===== src/rtl/core_exu_pkg.sv =====
// Shared execute-unit definitions: divide-controller state encoding and
// DIV/DIVU/REM/REMU funct codes with small decode helpers.
package core_exu_pkg;

  typedef enum logic [2:0] {
    DIVC_IDLE  = 3'd0,
    DIVC_START = 3'd1,
    DIVC_WAIT  = 3'd2,
    DIVC_WB    = 3'd3,
    DIVC_DRAIN = 3'd4
  } divc_state_e;

  typedef enum logic [1:0] {
    DIV_F_DIV  = 2'b00,
    DIV_F_DIVU = 2'b01,
    DIV_F_REM  = 2'b10,
    DIV_F_REMU = 2'b11
  } div_funct_e;

  // Bit 0 of funct marks the unsigned variants, bit 1 the remainder variants.
  function automatic logic funct_is_signed(input logic [1:0] funct);
    return ~funct[0];
  endfunction

  function automatic logic funct_is_quot(input logic [1:0] funct);
    return ~funct[1];
  endfunction

endpackage


===== src/rtl/core_exu_div_prep.sv =====
// Combinational operand preparation for the iterative divider: magnitudes,
// quotient/remainder sign-correction flags and quotient/remainder select.
module core_exu_div_prep
  import core_exu_pkg::*;
#(
  parameter int XLEN = 32
) (
  input  logic [1:0]      funct_i,
  input  logic [XLEN-1:0] rs1_i,
  input  logic [XLEN-1:0] rs2_i,
  output logic [XLEN-1:0] mag1_o,
  output logic [XLEN-1:0] mag2_o,
  output logic            q_sign_o,
  output logic            r_sign_o,
  output logic            op_o
);

  logic is_signed;
  logic neg1;
  logic neg2;

  assign is_signed = funct_is_signed(funct_i);
  assign neg1      = is_signed & rs1_i[XLEN-1];
  assign neg2      = is_signed & rs2_i[XLEN-1];

  assign mag1_o = neg1 ? -rs1_i : rs1_i;
  assign mag2_o = neg2 ? -rs2_i : rs2_i;

  // A zero divisor keeps the all-ones quotient positive; the remainder sign
  // follows the dividend so x/0 naturally returns x as remainder.
  assign q_sign_o = is_signed & (rs1_i[XLEN-1] ^ rs2_i[XLEN-1]) & (|rs2_i);
  assign r_sign_o = neg1;
  assign op_o     = funct_is_quot(funct_i);

endmodule


===== src/rtl/core_exu_div_ctrl.sv =====
// Sequencing controller between execute and the iterative divider: accept,
// start, wait, writeback handshake and flush draining.
// Optional last-result cache enabled by defining CORE_DIV_RESULT_CACHE_EN.
module core_exu_div_ctrl
  import core_exu_pkg::*;
#(
  parameter int XLEN = 32,
  parameter int RW   = 5
) (
  input  logic            clk_i,
  input  logic            rst_n_i,
  input  logic            req_i,
  input  logic [1:0]      funct_i,
  input  logic [XLEN-1:0] rs1_i,
  input  logic [XLEN-1:0] rs2_i,
  input  logic [RW-1:0]   rd_i,
  input  logic            flush_i,
  output logic            hold_o,
  output logic            div_start_o,
  output logic [XLEN-1:0] div_data1_o,
  output logic [XLEN-1:0] div_data2_o,
  output logic            div_op_o,
  output logic            div_q_sign_o,
  output logic            div_r_sign_o,
  output logic [RW-1:0]   div_waddr_o,
  input  logic [XLEN-1:0] div_data_i,
  input  logic            div_vld_i,
  output logic            wb_req_o,
  output logic [RW-1:0]   wb_waddr_o,
  output logic [XLEN-1:0] wb_data_o,
  input  logic            wb_gnt_i
);

  divc_state_e     state_q, state_d;
  logic [XLEN-1:0] data1_q, data1_d;
  logic [XLEN-1:0] data2_q, data2_d;
  logic [XLEN-1:0] result_q, result_d;
  logic            op_q, op_d;
  logic            q_sign_q, q_sign_d;
  logic            r_sign_q, r_sign_d;
  logic [RW-1:0]   rd_q, rd_d;

  logic [XLEN-1:0] mag1, mag2;
  logic            q_sign, r_sign, op;
  logic            accept;
  logic            cache_hit;

  core_exu_div_prep #(.XLEN(XLEN)) u_prep (
    .funct_i  (funct_i),
    .rs1_i    (rs1_i),
    .rs2_i    (rs2_i),
    .mag1_o   (mag1),
    .mag2_o   (mag2),
    .q_sign_o (q_sign),
    .r_sign_o (r_sign),
    .op_o     (op)
  );

  assign accept = (state_q == DIVC_IDLE) & req_i & ~flush_i;

  // NOTE: every signal gets its hold value first so no path leaves it
  // unassigned, which would otherwise infer a latch.
  always_comb begin
    state_d  = state_q;
    data1_d  = data1_q;
    data2_d  = data2_q;
    op_d     = op_q;
    q_sign_d = q_sign_q;
    r_sign_d = r_sign_q;
    rd_d     = rd_q;
    result_d = result_q;

    if (accept) begin
      data1_d  = mag1;
      data2_d  = mag2;
      op_d     = op;
      q_sign_d = q_sign;
      r_sign_d = r_sign;
      rd_d     = rd_i;
    end

    case (state_q)
      DIVC_IDLE:  if (accept) state_d = cache_hit ? DIVC_WB : DIVC_START;
      DIVC_START: state_d = flush_i ? DIVC_IDLE : DIVC_WAIT;
      DIVC_WAIT: begin
        // A result arriving with the flush needs no draining.
        if (flush_i) begin
          state_d = div_vld_i ? DIVC_IDLE : DIVC_DRAIN;
        end else if (div_vld_i) begin
          result_d = div_data_i;
          state_d  = DIVC_WB;
        end
      end
      DIVC_WB:    if (flush_i || wb_gnt_i) state_d = DIVC_IDLE;
      DIVC_DRAIN: if (div_vld_i) state_d = DIVC_IDLE;
      default:    state_d = DIVC_IDLE;
    endcase
  end

  // NOTE: state registers use non-blocking assignments so every flop samples
  // pre-edge values regardless of evaluation order.
  always_ff @(posedge clk_i or negedge rst_n_i) begin
    if (!rst_n_i) begin
      state_q  <= DIVC_IDLE;
      data1_q  <= '0;
      data2_q  <= '0;
      op_q     <= 1'b0;
      q_sign_q <= 1'b0;
      r_sign_q <= 1'b0;
      rd_q     <= '0;
      result_q <= '0;
    end else begin
      state_q  <= state_d;
      data1_q  <= data1_d;
      data2_q  <= data2_d;
      op_q     <= op_d;
      q_sign_q <= q_sign_d;
      r_sign_q <= r_sign_d;
      rd_q     <= rd_d;
      result_q <= result_d;
    end
  end

`ifdef CORE_DIV_RESULT_CACHE_EN
  // result_q doubles as the cached result; the tag is refreshed on every
  // accept and only marked valid once that operation's result is captured.
  logic            cache_vld_q, cache_vld_d;
  logic [1:0]      cache_funct_q, cache_funct_d;
  logic [XLEN-1:0] cache_rs1_q, cache_rs1_d;
  logic [XLEN-1:0] cache_rs2_q, cache_rs2_d;

  assign cache_hit = cache_vld_q && (cache_funct_q == funct_i) &&
                     (cache_rs1_q == rs1_i) && (cache_rs2_q == rs2_i);

  always_comb begin
    cache_vld_d   = cache_vld_q;
    cache_funct_d = cache_funct_q;
    cache_rs1_d   = cache_rs1_q;
    cache_rs2_d   = cache_rs2_q;
    if (accept) begin
      cache_funct_d = funct_i;
      cache_rs1_d   = rs1_i;
      cache_rs2_d   = rs2_i;
    end
    if (flush_i && (state_q == DIVC_START || state_q == DIVC_WAIT)) begin
      cache_vld_d = 1'b0;
    end else if (state_q == DIVC_WAIT && div_vld_i) begin
      cache_vld_d = 1'b1;
    end
  end

  always_ff @(posedge clk_i or negedge rst_n_i) begin
    if (!rst_n_i) begin
      cache_vld_q   <= 1'b0;
      cache_funct_q <= '0;
      cache_rs1_q   <= '0;
      cache_rs2_q   <= '0;
    end else begin
      cache_vld_q   <= cache_vld_d;
      cache_funct_q <= cache_funct_d;
      cache_rs1_q   <= cache_rs1_d;
      cache_rs2_q   <= cache_rs2_d;
    end
  end
`else
  assign cache_hit = 1'b0;
`endif

  assign div_start_o  = (state_q == DIVC_START) & ~flush_i;
  assign div_data1_o  = data1_q;
  assign div_data2_o  = data2_q;
  assign div_op_o     = op_q;
  assign div_q_sign_o = q_sign_q;
  assign div_r_sign_o = r_sign_q;
  assign div_waddr_o  = rd_q;

  assign wb_req_o   = (state_q == DIVC_WB);
  assign wb_waddr_o = rd_q;
  assign wb_data_o  = wb_req_o ? result_q : '0;

  assign hold_o = accept | (state_q == DIVC_START) | (state_q == DIVC_WAIT) |
                  ((state_q == DIVC_WB) & ~wb_gnt_i);

endmodule


===== config.mk =====
export PLATFORM = sky130hd
export DESIGN_NAME = core_exu_div_ctrl
export DESIGN_NICKNAME = d
export VERILOG_FILES = /design/src/rtl/core_exu_pkg.sv /design/src/rtl/core_exu_div_prep.sv /design/src/rtl/core_exu_div_ctrl.sv
export SDC_FILE = /design/constraint.sdc
export NUM_CORES = 1
export LEC_CHECK = 0
export ABC_AREA = 1
export CORE_ASPECT_RATIO = 0.9
export CORE_MARGIN = 4
export CORE_UTILIZATION = 46
export CTS_CLUSTER_SIZE = 14
export DETAILED_ROUTE_END_ITERATION = 10
export HOLD_SLACK_MARGIN = 0.06
export PLACE_DENSITY_LB_ADDON = 0.15
export SKIP_CTS_REPAIR_TIMING = 1
export SYNTH_ARGS = -nofsm -noshare
export SYNTH_HDL_FRONTEND = slang
export SYNTH_SLANG_ARGS = --single-unit

===== constraint.sdc =====
create_clock -name clk_i -period 2 [get_ports clk_i]
set_input_delay 0.4 -clock clk_i [delete_from_list [all_inputs] [get_ports clk_i]]
set_output_delay 0.4 -clock clk_i [all_outputs]
set_load 0.01 [all_outputs]

==> impl_metrics.py <==
metrics = {
    "logic_synthesis": {
        "synthCells": 885,
        "synth_nets": 996,
        "async_flop_share_pct": 100,
        "yosysTopAreaCell": "dfrtp_1",
        "ys_seq_area_share_pct": 43.0,
        "synth_edf_count": 0,
        "yosysTopAreaCellShare_pct": 43.0,
        "ys_types": 34,
        "ys_seq_elements": 107,
        "synth.cell_area_mm2": 0.00622,
        "ys.flop_type": "dfrtp_1",
        "yosysWarnings": 0,
        "netlist_top_cells_area": "dfrtp_1 43%, nand2_1 16%, nor2_1 9.0%",
        "syn_area_per_cell_um2": 7.03,
    },
    "cts": {
        "path_clk_slew_ps": 70,
        "clk_latency_ps": 350,
        "h-tree-depth": 3,
        "cts_sinks": 107,
        "cts_root_buffer": "clkbuf_16",
        "cts_tree": "yes",
        "cts_max_path_buffers": 2,
        "cts_buffers": 9,
    },
    "die": {
        "die_w_um": 131,
        "die-height_um": 118,
        "core_area_mm2": 0.0133,
        "rows": 40,
        "dieArea_mm2": 0.0155,
        "pin_count": 221,
        "initial_core_util_pct": 46.8,
    },
    "timing": {
        "finalCritPeriodShare_pct": 96.7,
        "slew_headroom_pct": 71.5,
        "fin_crit_ps": 1930,
        "setup_viol": 0,
        "max_slew.worst_pin.slew_ps": 428,
        "timing.final.hold_violations": 0,
        "fmaxAchievable_ghz": 0.517,
        "fin_hold_ws_ps": 481,
        "slew_violations": 0,
        "worst_slack_ps": 65.0,
        "setup_tns_ps": 0,
        "clock-skew-final_ps": 6.97,
    },
    "flow_run": {
        "cap_violations": 0,
    },
    "worst_setup_path": {
        "path_max_fanout": 32,
        "path_class": "reg -> out",
        "r2r-end": "div_q_sign_o",
        "critPathArrivalTime_ps": 1530,
        "cp-start-kind": "flop",
        "crit_end": "wb_data_o[8]",
        "startpoint": "state_q[2]",
        "worstReg2RegStart": "state_q[1]",
        "worst-r2r-cell-count": 9,
        "critPathRequiredTime_ps": 1600,
        "rrSetupSlack_ps": 210,
        "cp-end-kind": "primary output",
    },
    "route": {
        "drt-pass1-iter-count": 5,
        "viasPerCell": 4.97,
        "wirelength_um": 18800,
        "wl_per_cell_um": 14.3,
        "drc_errors": 0,
        "vias": 6517,
        "drtIter0Drc": 343,
        "ant_nets": 0,
    },
    "final_layout": {
        "drive_above_1_share_pct": 8.30,
        "stdcell_area_mm2": 0.00928,
        "final_cell_mix": "269 x nand2_1, 184 x clkdlybuf4s50_1, 150 x nor2_1",
        "utilization_pct": 69.7,
        "n_fill_cell": 1111,
        "stdcell_count": 1312,
        "n_antenna_cell": 0,
        "nNetsFinal": 1250,
        "area_growth_pct": 49.0,
        "final_common_cell": "nand2_1",
    },
    "power_and_ir_drop": {
        "irDropWorstVdd_uv": 685,
        "p_leak_nw": 5.03,
        "p_per_area_mw_per_mm2": 1120,
        "finalPower_mw": 10.4,
    },
    "placement": {
        "io_buffers": 220,
        "numPlacedInstances": 1295,
        "post-place-ws_ps": -133,
        "place_area_mm2": 0.00890,
        "hpwl_um": 14500,
        "globalplace.congestion": 0.912,
    },
    "global_routing": {
        "grt.overflow.total": 0,
        "first_global_vias": 6164,
        "track_usage_pct": 23.8,
        "grt_pass1_wl_um": 29800,
        "grt_antenna_before_repair": 0,
        "grt_max_degree": 42,
    },
    "run_status": {
        "outcome": "complete, no violations",
    },
    "min_path": {
        "whs_path_depth": 2,
        "hold_path_class": "reg -> reg",
    },
}
==> logic make-up after synthesis <==
kind of cell	share of synthesized area, %
adders and majority gates	0.402
and+or+nand+nor	35.9
DFF	43.0
buffers and inverters	9.53
xor gates and xnor gates	2.95
AOI/OAI and AO/OA	8.20
==> report_power, final <==
group	internal, mW	switching [mW]	leakage, nW
combinational	2.56	2.36	3.62
sequential	3.23	0.541	1.26
clock	0.944	0.797	0.148
==> metal layers <==
layer  up-vias  share of wire [%]  track usage [%]
li1       3299                  -                -
met1      2982                 45             32.1
met3        23                7.4             5.42
met4         0                1.9             7.33
met2       213                 46             38.0
met5         -                  0                0
==> worst max-delay path: stages (launching register included) <==
cell	delay (ps)
dfrtp_1	410
nor3_4	230
inv_2	80
buf_12	170
nor2_1	110
dlymetal6s2s_1	190
==> cells in the mapped netlist, drive strengths merged (5+ instances only) <==
| cell type | count |
|---|---|
| o21ai | 44 |
| nand2 | 271 |
| a31oi | 5 |
| xor2 | 16 |
| nand3b | 8 |
| nor2 | 152 |
| nor3 | 6 |
| dfrtp | 107 |
| nand3 | 88 |
| inv | 86 |
| xnor2 | 5 |
| nand4 | 11 |
| a21oi | 36 |
| buf | 35 |
==> worst min path at each step <==
stage	start	to	slack, ps
floorplan	rst_n_i	div_data1_o[0]	100
global placement	rst_n_i	result_q[9]	370
detailed placement	rst_n_i	result_q[9]	370
CTS	rst_n_i	result_q[9]	-10
global route	div_data1_o[30]	div_data1_o[30]	510
finish	div_data1_o[26]	div_data1_o[26]	480
==> final cells by class <==
cell class / instances / area, um2 / area share (%)
clock inverter: 4 / 23.8 / 0.256
clock buffer: 12 / 267 / 2.87
sequential: 107 / 2680 / 28.9
tap: 168 / 210 / 2.27
inverter: 86 / 323 / 3.48
timing repair buffer: 280 / 2800 / 30.2
multi-input combinational: 655 / 2980 / 32.1
==> sequential cells by signal, summed over array words and instances, names as in the netlist <==
signal / cells
div_op_o: 1
div_r_sign_o: 1
state_q: 3
div_waddr_o: 5
div_q_sign_o: 1
result_q: 32
div_data2_o: 32
div_data1_o: 32
Power figures use the tool's default switching activity.
